## src/rtl/serial_subtractor_pkg.sv

```systemverilog
// Shared constants for the bit-serial subtractor: FSM state encoding and default operand width.
package serial_subtractor_pkg;

  localparam int unsigned DEFAULT_WIDTH = 8;

  typedef logic [1:0] state_t;

  localparam state_t S_IDLE = 2'd0;
  localparam state_t S_RUN  = 2'd1;
  localparam state_t S_DONE = 2'd2;

endpackage

```

## src/rtl/serial_subtractor_if.sv

```systemverilog
// Start/busy/done handshake plus operand and result bus between a controller and the serial subtractor.
interface serial_subtractor_if
  import serial_subtractor_pkg::*;
#(
  parameter int unsigned WIDTH = DEFAULT_WIDTH
);

  logic             start;
  logic [WIDTH-1:0] a;
  logic [WIDTH-1:0] b;
  logic             busy;
  logic             done;
  logic [WIDTH-1:0] d;
  logic             bout;
  logic             ovf;

  modport master (output start, a, b, input busy, done, d, bout, ovf);
  modport slave  (input start, a, b, output busy, done, d, bout, ovf);

endinterface

```

## src/rtl/serial_subtractor_full_subtractor.sv

```systemverilog
// Single-bit full subtractor cell: diff = x - y - bin, with borrow out.
module full_subtractor (
  input  logic x,
  input  logic y,
  input  logic bin,
  output logic diff,
  output logic bout
);

  assign diff = x ^ y ^ bin;
  assign bout = (~x & y) | (~x & bin) | (y & bin);

endmodule

```

## src/rtl/serial_subtractor.sv

```systemverilog
// Bit-serial two's-complement subtractor d = a - b, LSB first, one bit per clock
// through a single full-subtractor cell with a registered borrow.
module serial_subtractor
  import serial_subtractor_pkg::*;
#(
  parameter int unsigned WIDTH = DEFAULT_WIDTH
) (
  input logic               clk,
  input logic               rst,
  serial_subtractor_if.slave bus
);

  localparam int unsigned      CNT_W    = $clog2(WIDTH);
  localparam logic [CNT_W-1:0] CNT_LAST = CNT_W'(WIDTH - 1);

  state_t           state_q, state_d;
  logic [WIDTH-1:0] sa_q, sa_d;
  logic [WIDTH-1:0] sb_q, sb_d;
  logic [WIDTH-1:0] res_q, res_d;
  logic             borrow_q, borrow_d;
  logic [CNT_W-1:0] cnt_q, cnt_d;
  logic             sign_a_q, sign_a_d;
  logic             sign_b_q, sign_b_d;
  logic             busy_q, busy_d;
  logic             done_q, done_d;
  logic [WIDTH-1:0] dout_q, dout_d;
  logic             bout_q, bout_d;
  logic             ovf_q, ovf_d;

  logic             diff_s;
  logic             bnext_s;

  full_subtractor u_cell (
    .x    (sa_q[0]),
    .y    (sb_q[0]),
    .bin  (borrow_q),
    .diff (diff_s),
    .bout (bnext_s)
  );

  // Next-state logic: FSM, counter, operand/result shifters and result capture.
  always_comb begin
    state_d  = state_q;
    sa_d     = sa_q;
    sb_d     = sb_q;
    res_d    = res_q;
    borrow_d = borrow_q;
    cnt_d    = cnt_q;
    sign_a_d = sign_a_q;
    sign_b_d = sign_b_q;
    dout_d   = dout_q;
    bout_d   = bout_q;
    ovf_d    = ovf_q;

    case (state_q)
      S_IDLE, S_DONE: begin
        if (bus.start) begin
          sa_d     = bus.a;
          sb_d     = bus.b;
          borrow_d = 1'b0;
          cnt_d    = '0;
          sign_a_d = bus.a[WIDTH-1];
          sign_b_d = bus.b[WIDTH-1];
          state_d  = S_RUN;
        end else begin
          state_d  = S_IDLE;
        end
      end
      S_RUN: begin
        sa_d     = sa_q >> 1;
        sb_d     = sb_q >> 1;
        res_d    = {diff_s, res_q[WIDTH-1:1]};
        borrow_d = bnext_s;
        if (cnt_q == CNT_LAST) begin
          // Publish the result on the last bit so it is valid alongside done.
          state_d = S_DONE;
          dout_d  = {diff_s, res_q[WIDTH-1:1]};
          bout_d  = bnext_s;
          ovf_d   = (sign_a_q != sign_b_q) && (diff_s != sign_a_q);
        end else begin
          cnt_d   = cnt_q + CNT_W'(1);
        end
      end
      default: begin
        state_d = S_IDLE;
      end
    endcase

    busy_d = (state_d == S_RUN);
    done_d = (state_d == S_DONE);
  end

  // State and output registers with asynchronous clear.
  always_ff @(posedge clk or posedge rst) begin
    if (rst) begin
      state_q  <= S_IDLE;
      sa_q     <= '0;
      sb_q     <= '0;
      res_q    <= '0;
      borrow_q <= 1'b0;
      cnt_q    <= '0;
      sign_a_q <= 1'b0;
      sign_b_q <= 1'b0;
      busy_q   <= 1'b0;
      done_q   <= 1'b0;
      dout_q   <= '0;
      bout_q   <= 1'b0;
      ovf_q    <= 1'b0;
    end else begin
      state_q  <= state_d;
      sa_q     <= sa_d;
      sb_q     <= sb_d;
      res_q    <= res_d;
      borrow_q <= borrow_d;
      cnt_q    <= cnt_d;
      sign_a_q <= sign_a_d;
      sign_b_q <= sign_b_d;
      busy_q   <= busy_d;
      done_q   <= done_d;
      dout_q   <= dout_d;
      bout_q   <= bout_d;
      ovf_q    <= ovf_d;
    end
  end

  assign bus.busy = busy_q;
  assign bus.done = done_q;
  assign bus.d    = dout_q;
  assign bus.bout = bout_q;
  assign bus.ovf  = ovf_q;

endmodule

```

## src/flat_wrapper.sv

```systemverilog
// flat-port wrapper written by rule: the top's interface ports become plain ports
module serial_subtractor_flat import serial_subtractor_pkg::*;
#(
  parameter int unsigned WIDTH = DEFAULT_WIDTH
)
  (clk, rst, bus_start, bus_a, bus_b, bus_busy, bus_done, bus_d, bus_bout, bus_ovf);
  serial_subtractor_if #(.WIDTH(WIDTH)) bus_i ();
  input logic clk;
  input logic rst;
  input wire logic [$bits(bus_i.start)-1:0] bus_start;
  input wire logic [$bits(bus_i.a)-1:0] bus_a;
  input wire logic [$bits(bus_i.b)-1:0] bus_b;
  output wire logic [$bits(bus_i.busy)-1:0] bus_busy;
  output wire logic [$bits(bus_i.done)-1:0] bus_done;
  output wire logic [$bits(bus_i.d)-1:0] bus_d;
  output wire logic [$bits(bus_i.bout)-1:0] bus_bout;
  output wire logic [$bits(bus_i.ovf)-1:0] bus_ovf;
  assign bus_i.start = bus_start;
  assign bus_i.a = bus_a;
  assign bus_i.b = bus_b;
  assign bus_busy = bus_i.busy;
  assign bus_done = bus_i.done;
  assign bus_d = bus_i.d;
  assign bus_bout = bus_i.bout;
  assign bus_ovf = bus_i.ovf;
  serial_subtractor #(.WIDTH(WIDTH)) u_core (.clk(clk), .rst(rst), .bus(bus_i));
endmodule
```

## config.mk

```make
export PLATFORM = sky130hd
export DESIGN_NAME = serial_subtractor_flat
export DESIGN_NICKNAME = d
export VERILOG_FILES = /design/src/rtl/serial_subtractor_pkg.sv /design/src/rtl/serial_subtractor_if.sv /design/src/rtl/serial_subtractor_full_subtractor.sv /design/src/rtl/serial_subtractor.sv /design/src/flat_wrapper.sv
export SDC_FILE = /design/constraint.sdc
export NUM_CORES = 1
export LEC_CHECK = 0
export BUFFER_PORTS_ARGS = -buffer_cell sky130_fd_sc_hd__clkbuf_2
export CAP_MARGIN = 25
export CORE_MARGIN = 5
export CORE_UTILIZATION = 35
export DETAILED_ROUTE_END_ITERATION = 8
export GPL_ROUTABILITY_DRIVEN = 0
export PLACE_DENSITY = 0.55
export SYNTH_ARGS = -nofsm -noshare
export SYNTH_HDL_FRONTEND = slang
export SYNTH_SLANG_ARGS = --single-unit
```

## constraint.sdc

```tcl
create_clock -name clk -period 2.12 [get_ports clk]
set_input_delay 0.318 -clock clk [delete_from_list [all_inputs] [get_ports clk]]
set_output_delay 0.318 -clock clk [all_outputs]
set_load 0.02 [all_outputs]
```

==> results_dict.tcl <==
set metrics [dict create \
    status "finished clean" \
    synth_compound_area_frac 0.0793 \
    ant_nets 0 \
    path_class "flop to flop" \
    power-per-cell-area_nw_per_um2 1510 \
    ys_warn_count 0 \
    pwr-share-clk 0.174 \
    power.switching_mw 1.24 \
    core_region_area_um2 5110 \
    vdd_drop_max_mv 0.522 \
    hold_buffers 0 \
    cp-end-kind "flop" \
    ys_types 23 \
    antenna_cells 0 \
    worstMarginPinSlew_ps 538 \
    crit_fanout 8 \
    ios 31 \
    cts_buffer_depth 2 \
    worst_slack_ps 427 \
    clock-sinks 43 \
    wirelength_mm 3.38 \
    multi_input_area_um2 666 \
    rows 26 \
    grt_pass1_wl_mm 5.91 \
    die_x_um 82.6 \
    grt_usage 0.114 \
    dp_cells 275 \
    drt-pass1-iter-count 4 \
    startpoint_type "flop" \
    worstPathRequired_ps 2290 \
    synth-seq-cells 43 \
    timing.rr.start "u_core.cnt_q[0]$_DFFE_PP0P_" \
    cts_resized 0 \
    clock_latency_ps 290 \
    post_cts_buffers 0 \
    arrival_ps 1860 \
    intPower_mw 2.01 \
    cap_viol_max_count 0 \
    r2r_slack_ps 430 \
    fmax_mhz 591 \
    final_nets 234 \
    drt-vias-per-instance 4.51 \
    seq_area_um2 1080 \
    clkTransAtPathRegs_ps 80 \
    htree_levels 2 \
    timing.final.crit_share 0.799 \
    cts_tree "built" \
    grt-ovfl-total 0 \
    final_cells 283 \
    synth_top_family_by_area "simple AND/OR/NAND/NOR gates" \
    synth_area_per_cell_um2 10.2 \
    die-area_um2 6830 \
    synth-simple-area-share 0.208 \
    numCtsBuffers 5 \
    synth_cells 181 \
    root_buffer "clkbuf_8" \
    fin_setup_tns_ps 0 \
    synthMuxAreaShare 0.0488 \
    synthAdderAreaFrac 0.0244 \
    rsz0062_at_grt "false" \
    final_max_slew_viol_count 0 \
    grt_pass1_vias 1294 \
    wl_per_cell_um 11.9 \
    drtIter0Drc 69 \
    skew_ps 7.22 \
    hold_violations 0 \
    p_sw_frac 0.382 \
    layout_min_cycle_time_ps 1690 \
    comb_power_share 0.390 \
    io_buffers 30 \
    area_growth_pct 16.1 \
    setup_viol 0 \
    pwr-share-seq 0.436 \
    die_h_um 82.6 \
    vias 1275 \
    worstHoldPathType "primary input to async pin" \
    rr_endpoint "u_core.cnt_q[2]$_DFFE_PP0P_" \
    start_util 0.361 \
    r2r_cells 5 \
    syn_area_um2 1850 \
    dp_slack_ps 419 \
    nFillCells 533 \
    drive_gt1_frac 0.268 \
    grt_start_max_net_pins 44 \
    dpl.hpwl_mm 2.25 \
    power.leakage_nw 1.10 \
    yosysSeqAreaShare 0.583 \
    slew_headroom 0.642 \
    antenna_found_initial 0 \
    synth-xor-area-share 0 \
    synth_nets 203 \
    route.detailed.drc 0 \
]
==> area by class of cell <==
class | instances | share of cell area
clock buffer | 8 | 0.0467
timing repair buffer | 35 | 0.0876
sequential | 43 | 0.502
multi-input combinational | 120 | 0.311
inverter | 7 | 0.0123
tap | 70 | 0.0409
==> registers in the layout, indices dropped and copies added, names as in the netlist, 2 cells and up <==
register / count
u_core.res_q: 7
u_core.state_q: 2
u_core.sb_q: 8
u_core.cnt_q: 3
u_core.bus.d: 8
u_core.sa_q: 8
==> critical path, cell delays in order, from the launching register on <==
cell     delay (ps)
dfrtp_1         420
ha_1            210
ha_1            210
or3b_1          530
nand3_2         140
o21ai_2          60
==> layer usage <==
| layer | vias to the layer above | global-route usage | part of all wire |
|---|---|---|---|
| li1 | 645 | - | - |
| met1 | 600 | 0.141 | 0.47 |
| met2 | 28 | 0.195 | 0.47 |
| met3 | 2 | 0.0315 | 0.055 |
| met4 | 0 | 0.0343 | 0.0041 |
| met5 | - | 0 | 0 |
==> cells by family (layout without fill, tap and decap cells) <==
group | Yosys count | in the layout
and+or+nand+nor | 87 | 87
DFF | 43 | 43
AOI/OAI and AO/OA | 22 | 22
buffers and inverters | 18 | 50
muxes | 8 | 8
adders and majority gates | 3 | 3
==> placed cells by master, fill, tap and decap left out <==
cell type  synthesis  layout
clkbuf_2           0      30
o21ai_2            3       3
clkbuf_1           0       1
dfrtp_1           43      43
clkbuf_8           0       7
a31oi_1           14      14
inv_1              7       7
nand2_1           60      60
mux2_2             8       8
o2bb2ai_1          1       1
nand2b_1           2       2
nand3_1            1       1
buf_4              4       5
o21ai_0            2       2
nor2_1            15      15
a21oi_1            1       1
nand3b_4           1       1
nand3_2            3       3
nor3b_1            1       1
a22o_1             1       1
fa_1               1       1
nor2b_1            3       3
or3b_1             1       1
ha_1               2       2
==> per-stage QoR <==
step | hold slack [ps] | utilization | area [um2] | power (mW)
6_report | 144 | 0.420 | 2140 | 3.24
5_1_grt | 206 | 0.420 | 2140 | 3.56
4_1_cts | 168 | 0.420 | 2140 | 3.31
3_5_place_dp | 463 | 0.400 | 2040 | 2.74
3_3_place_gp | 465 | 0.400 | 2040 | 2.70
2_1_floorplan | 423 | - | 1850 | 2.43
==> cell usage after synthesis, drive strengths merged <==
cell type  count  area share
fa             1       0.011
or3b           1      0.0047
nand2b         2      0.0068
a22o           1      0.0047
nand2         60        0.12
ha             2       0.014
nand3          4       0.019
inv            7       0.014
o2bb2ai        1      0.0047
a31oi         14       0.047
o21ai          5       0.020
buf           11       0.042
mux2           8       0.049
nor2b          3       0.010
dfrtp         43        0.58
nor2          15       0.031
nor3b          1      0.0041
a21oi          1      0.0027
nand3b         1       0.011
==> worst max-delay path by stage <==
stage | startpoint | end | slack, ps | depth (start not counted)
final | u_core.cnt_q[0]$_DFFE_PP0P_ | u_core.cnt_q[2]$_DFFE_PP0P_ | 430 | 5
after global routing | u_core.cnt_q[0]$_DFFE_PP0P_ | u_core.cnt_q[2]$_DFFE_PP0P_ | 360 | 5
after CTS | u_core.cnt_q[0]$_DFFE_PP0P_ | u_core.cnt_q[2]$_DFFE_PP0P_ | 410 | 5
after detailed placement | u_core.cnt_q[0]$_DFFE_PP0P_ | u_core.cnt_q[2]$_DFFE_PP0P_ | 420 | 5
after global placement | u_core.cnt_q[0]$_DFFE_PP0P_ | u_core.cnt_q[1]$_DFFE_PP0P_ | 450 | 5
after floorplan | u_core.cnt_q[0]$_DFFE_PP0P_ | u_core.cnt_q[0]$_DFFE_PP0P_ | 580 | 6
==> power groups by stage <==
stage,Combinational (mW),Clock (mW),Sequential [mW]
floorplan,0.922,0,1.51
global placement,1.28,0,1.43
finish,1.26,0.563,1.42
global route,1.47,0.617,1.47
CTS,1.30,0.585,1.42
detailed placement,1.30,0,1.44
No activity file was read; power rests on OpenSTA's default activity.
